--- src/rtl/prime_sweep_pkg.sv ---
// Shared types and constants for the prime sweep driver and the prime-checker side.
// Handshake bit positions are shared so both ends agree on any packed Go/over bundle.
package prime_sweep_pkg;

  typedef enum logic [2:0] {
    IDLE,
    ISSUE,
    WAIT,
    EMIT,
    NEXT,
    FIN
  } sweep_state_t;

  localparam int WIDTH_DEFAULT   = 16;
  localparam int TIMEOUT_DEFAULT = 1023;
  localparam int FIRST_PRIME     = 2;

  localparam int HS_GO_BIT      = 0;
  localparam int HS_OVER_BIT    = 1;
  localparam int HS_ISPRIME_BIT = 2;
  localparam int HS_BITS        = 3;

endpackage

--- src/rtl/prime_sweep_driver_out_hold.sv ---
// Valid/ready holding register for one prime: loaded by the sweep FSM, held until accepted.
module prime_out_hold #(
  parameter int WIDTH = 16
) (
  input  logic             clk,
  input  logic             rst_n,
  input  logic             i_load,
  input  logic [WIDTH-1:0] i_data,
  input  logic             i_ready,
  output logic             o_valid,
  output logic [WIDTH-1:0] o_data,
  output logic             o_fire
);

  logic             r_valid;
  logic [WIDTH-1:0] r_data;
  logic             w_fire;

  assign w_fire = r_valid & i_ready;

  // Data is only written on load, so it stays stable while the consumer stalls.
  always_ff @(posedge clk or negedge rst_n) begin
    if (!rst_n) begin
      r_valid <= 1'b0;
      r_data  <= '0;
    end else if (i_load) begin
      r_valid <= 1'b1;
      r_data  <= i_data;
    end else if (w_fire) begin
      r_valid <= 1'b0;
    end
  end

  assign o_valid = r_valid;
  assign o_data  = r_data;
  assign o_fire  = w_fire;

endmodule

--- src/rtl/prime_sweep_driver.sv ---
// Sweeps candidates lo..hi, launches one prime check per candidate over the Go/over
// handshake and streams every prime found through a valid/ready output port.
module prime_sweep_driver
  import prime_sweep_pkg::*;
#(
  parameter int WIDTH   = WIDTH_DEFAULT,
  parameter int TIMEOUT = TIMEOUT_DEFAULT
) (
  input  logic             clk,
  input  logic             rst_n,
  input  logic             start,
  input  logic [WIDTH-1:0] lo,
  input  logic [WIDTH-1:0] hi,
  output logic             busy,
  output logic             done,
  output logic             err,
  output logic [WIDTH-1:0] prime_cnt,
  output logic             chk_go,
  output logic [WIDTH-1:0] chk_n,
  input  logic             chk_over,
  input  logic             chk_isprime,
  output logic             out_valid,
  output logic [WIDTH-1:0] out_data,
  input  logic             out_ready
);

  localparam int TW = (TIMEOUT < 2) ? 1 : $clog2(TIMEOUT);
  localparam logic [TW-1:0]    TMO_LAST   = TW'(TIMEOUT - 1);
  localparam logic [WIDTH-1:0] FIRST_CAND = WIDTH'(FIRST_PRIME);

  sweep_state_t     r_state;
  sweep_state_t     w_stateNext;
  logic [WIDTH-1:0] r_cand;
  logic [WIDTH-1:0] w_candNext;
  logic [WIDTH-1:0] r_hi;
  logic [WIDTH-1:0] r_chkN;
  logic [WIDTH-1:0] r_cnt;
  logic [TW-1:0]    r_tmo;
  logic             r_err;
  logic [WIDTH-1:0] w_startCand;
  logic             w_accept;
  logic             w_load;
  logic             w_timeout;
  logic             w_fire;

  assign w_startCand = (lo < FIRST_CAND) ? FIRST_CAND : lo;
  assign w_accept    = (r_state == IDLE) && start;

  always_comb begin
    w_stateNext = r_state;
    w_candNext  = r_cand;
    w_load      = 1'b0;
    w_timeout   = 1'b0;
    case (r_state)
      IDLE: begin
        if (start) begin
          w_candNext  = w_startCand;
          w_stateNext = (w_startCand > hi) ? FIN : ISSUE;
        end
      end
      ISSUE: w_stateNext = WAIT;
      WAIT: begin
        if (chk_over) begin
          w_load      = chk_isprime;
          w_stateNext = chk_isprime ? EMIT : NEXT;
        end else if (r_tmo == TMO_LAST) begin
          w_timeout   = 1'b1;
          w_stateNext = FIN;
        end
      end
      EMIT: begin
        if (w_fire) begin
          w_stateNext = NEXT;
        end
      end
      // The all-ones check stops the sweep instead of wrapping back to zero.
      NEXT: begin
        if ((r_cand == r_hi) || (r_cand == '1)) begin
          w_stateNext = FIN;
        end else begin
          w_candNext  = r_cand + 1'b1;
          w_stateNext = ISSUE;
        end
      end
      FIN:     w_stateNext = IDLE;
      default: w_stateNext = IDLE;
    endcase
  end

  always_ff @(posedge clk or negedge rst_n) begin
    if (!rst_n) begin
      r_state <= IDLE;
      r_cand  <= '0;
      r_hi    <= '0;
      r_chkN  <= '0;
    end else begin
      r_state <= w_stateNext;
      r_cand  <= w_candNext;
      if (w_accept) begin
        r_hi <= hi;
      end
      if (w_stateNext == ISSUE) begin
        r_chkN <= w_candNext;
      end
    end
  end

  always_ff @(posedge clk or negedge rst_n) begin
    if (!rst_n) begin
      r_tmo <= '0;
    end else if (r_state == ISSUE) begin
      r_tmo <= '0;
    end else if (r_state == WAIT) begin
      r_tmo <= r_tmo + 1'b1;
    end
  end

  // err is sticky until the next accepted start; prime_cnt saturates at all-ones.
  always_ff @(posedge clk or negedge rst_n) begin
    if (!rst_n) begin
      r_err <= 1'b0;
      r_cnt <= '0;
    end else if (w_accept) begin
      r_err <= 1'b0;
      r_cnt <= '0;
    end else begin
      if (w_timeout) begin
        r_err <= 1'b1;
      end
      if (w_fire && (r_cnt != '1)) begin
        r_cnt <= r_cnt + 1'b1;
      end
    end
  end

  prime_out_hold #(
    .WIDTH(WIDTH)
  ) u_out_hold (
    .clk    (clk),
    .rst_n  (rst_n),
    .i_load (w_load),
    .i_data (r_cand),
    .i_ready(out_ready),
    .o_valid(out_valid),
    .o_data (out_data),
    .o_fire (w_fire)
  );

  assign busy      = (r_state != IDLE) && (r_state != FIN);
  assign done      = (r_state == FIN);
  assign chk_go    = (r_state == ISSUE);
  assign chk_n     = r_chkN;
  assign err       = r_err;
  assign prime_cnt = r_cnt;

endmodule
--- config.mk ---
export PLATFORM = sky130hd
export DESIGN_NAME = prime_sweep_driver
export DESIGN_NICKNAME = d
export VERILOG_FILES = /design/src/rtl/prime_sweep_pkg.sv /design/src/rtl/prime_sweep_driver_out_hold.sv /design/src/rtl/prime_sweep_driver.sv
export SDC_FILE = /design/constraint.sdc
export NUM_CORES = 1
export LEC_CHECK = 0
export CORE_MARGIN = 2
export CORE_UTILIZATION = 44
export CTS_BUF_LIST = sky130_fd_sc_hd__clkbuf_8
export DETAILED_ROUTE_END_ITERATION = 8
export GPL_TIMING_DRIVEN = 0
export MAX_ROUTING_LAYER = met4
export PLACE_DENSITY_LB_ADDON = 0.12
export SLEW_MARGIN = 20
export SYNTH_ARGS = -nofsm -noshare
export SYNTH_HDL_FRONTEND = slang
export SYNTH_SLANG_ARGS = --single-unit
--- constraint.sdc ---
create_clock -name clk -period 4.8 [get_ports clk]
set_clock_uncertainty 0.05 [all_clocks]
set_input_delay 0.48 -clock clk [delete_from_list [all_inputs] [get_ports clk]]
set_output_delay 0.48 -clock clk [all_outputs]
set_load 0.02 [all_outputs]
==> results.cfg <==
[placed_design]
dp_hpwl_um = 10900
gp_congestion = 0.944
dpl_worst_slack_ps = 956
dp.cells = 799
portBuffers = 89
placed_area_mm2 = 0.00651

[timing]
fmax_ghz = 0.287
period_needed_ps = 3480
whs_ps = 432
drv_slew = 0
relSlewSlack = 0.531
setup_slack_ps = 1320
period_share = 0.726
worstMarginPinSlew_ps = 700
setup_tns_ps = 0
finalHoldViolCount = 0
rsz0062_at_grt = no
setup_viol = 0

[global_route]
grt_pass1_wl_um = 23300
grt_pass1_vias = 4517
antenna_found_initial = 0
grt_max_degree = 51
grtUsageTotal = 0.234
overflow = 0

[setup_path]
critPathArrivalTime_ps = 3690
path_cells = clkdlybuf4s50_1, nor4_1, nand4_1, nand2b_1, ha_1, nor2b_1, o211ai_1, a21o_1, a31oi_2, nor3_2, buf_6, mux2_4
crit_required_ps = 5010
worstSetupStartpointType = input port
crit_fanout = 10
timing.critical_path.buf_inv = 2
cp_slowest_cell = clkdlybuf4s50_1
crit_family = simple AND/OR/NAND/NOR gates
path_class = input port to flop
end_kind = flop
cp_slowest_stage_delay_ps = 530

[cells_and_area]
regArea_mm2 = 0.00238
multi_input_area_mm2 = 0.00270
final_cells = 814
final_core_util = 0.557
syn_to_final_growth_pct = 23.6
drive_gt1_frac = 0.100
fin_nets = 722
finalInstanceArea_mm2 = 0.00669
fillers = 1110
antenna_cells = 0

[pwr]
p_leak_nw = 2.89
p_comb_frac = 0.512
power.switching_mw = 1.54
swShare = 0.419
p_per_area_mw_per_mm2 = 550
p_int_mw = 2.14
p_seq_frac = 0.360
power_mw = 3.68
ir_worst_vdd_mv = 0.221
clkPwrFrac = 0.128

[yosys]
yosysMostFrequentCell = dfrtp_1
synthTopCellsByArea = dfrtp_1, ha_1, xor2_1, mux2_2, nand2_1
seq_area_frac_synth = 0.440
avgSynthCellArea_um2 = 9.62
syn-num-nets = 620
ys.flop_type = dfrtp_1
yosys_register_bits = 95
synth_edf_count = 0
yosysTopAreaCellShare = 0.440
synth_top_area_cell = dfrtp_1
async_flop_share = 1.00
yosysWarnings = 0
ys_types = 63
syn_area_mm2 = 0.00541
syn_inst = 562
ys_top_cells_by_count = dfrtp_1, nand2_1, nor2_1

[clocking]
cts_hold_buf = 1
clkSlewWorstSetupHoldPaths_ps = 90
tritoncts = done
cts_resized = 0
cts_made_buffers = 9
clock-sinks = 95
postCtsSetupBuffers = 0
htreeDepth = 3
clk_latency_ps = 370
clockRootBuffer = clkbuf_8
clockBufferDepth = 2

[detailed_routing]
final_antenna_net_count = 0
drt-initial-drc-count = 367
num_vias = 4588
avgViaCountPerCell = 5.64
drtPass1Iterations = 5
drt_wl_total_um = 14300
avgRoutedWirePerCell_um = 17.5
drc_errors = 0

[floorplan]
fp-row-count = 40
dieArea_mm2 = 0.0132
die_height_um = 115
die_x_um = 115
ioPinCount = 91
core_area_mm2 = 0.0120
floorplan.initialDensity = 0.450

[outcome]
status = completed

[hold_path]
worstHoldPathType = flop to flop

[flow_run]
drv_cap = 0
[layout make-up]
| class | instances | area share |
|---|---|---|
| timing repair buffer | 91 | 0.139 |
| buffer | 43 | 0.0331 |
| multi-input combinational | 394 | 0.403 |
| inverter | 30 | 0.0168 |
| clock buffer | 11 | 0.0226 |
| clock inverter | 3 | 0.00187 |
| tap | 147 | 0.0275 |
| sequential | 95 | 0.356 |
[flip-flops by register name, summed over array words and instances (netlist names)]
register	cells
chk_n	16
prime_cnt	16
r_cand	16
r_hi	16
u_out_hold.o_data	16
r_tmo	10
r_state	3
err	1
u_out_hold.o_valid	1
[placed cells by master (no fill, tap or decap), types with 8 or more instances in the layout]
cell	synthesis	layout
a21oi_1	12	12
and3_1	8	8
clkbuf_1	27	27
clkbuf_8	0	11
clkdlybuf4s50_1	0	88
dfrtp_1	95	95
ha_1	20	20
inv_1	29	31
mux2_2	19	19
mux2_4	9	9
nand2_1	52	52
nand3_1	26	26
nand4_1	19	19
nor2_1	46	46
nor3_1	11	11
nor4_1	19	19
o21ai_0	24	24
o31ai_1	11	11
xor2_1	28	28
[logic make-up (layout without fill, tap and decap cells)]
| family | after synthesis | in the layout | share of synthesized area |
|---|---|---|---|
| AND/OR/NAND/NOR | 214 | 214 | 0.204 |
| buffers and inverters | 73 | 178 | 0.0618 |
| multiplexers | 35 | 35 | 0.0775 |
| XOR/XNOR | 32 | 32 | 0.0518 |
| AO/OA/AOI/OAI | 93 | 93 | 0.119 |
| adder cells (fa/ha/maj) | 20 | 20 | 0.0463 |
| flip-flops | 95 | 95 | 0.440 |
[worst reg2reg max path, cell delays in order, from the launching register on]
cell     delay [ps]
dfrtp_1         470
ha_1            290
nand4_4         170
or3_1           420
nor2_1          550
nor3_1          150
or3_1           410
mux2_2          270
[power groups by stage]
stage	combinational, mW	sequential [mW]	clock (mW)
after global placement	1.85	1.33	0
after CTS	1.89	1.32	0.486
after global routing	2.06	1.37	0.518
after floorplan	1.05	1.45	0
after detailed placement	1.88	1.34	0
final	1.88	1.32	0.472
[worst paths after layout]
kind,start,endpoint,slack [ps],cells past startpoint
max in group asynchronous,rst_n,chk_n[1],3570,3
worst max-delay path,lo[13],chk_n[8],1320,12
min in group asynchronous,rst_n,u_out_hold.o_data[13],540,2
worst min-delay path,r_tmo[9],r_tmo[9],430,1
worst min register to register,r_tmo[9],r_tmo[9],430,1
worst max register to register,r_cand[0],chk_n[0],1900,7
[metal layers]
layer  vias to the layer above  part of all wire  track usage
met4                         0             0.021        0.100
met3                        24             0.042       0.0295
li1                       2218                 -            -
met1                      2214              0.50        0.331
met5                         -                 0            -
met2                       132              0.44        0.339
No activity file was read; power rests on OpenSTA's default activity.
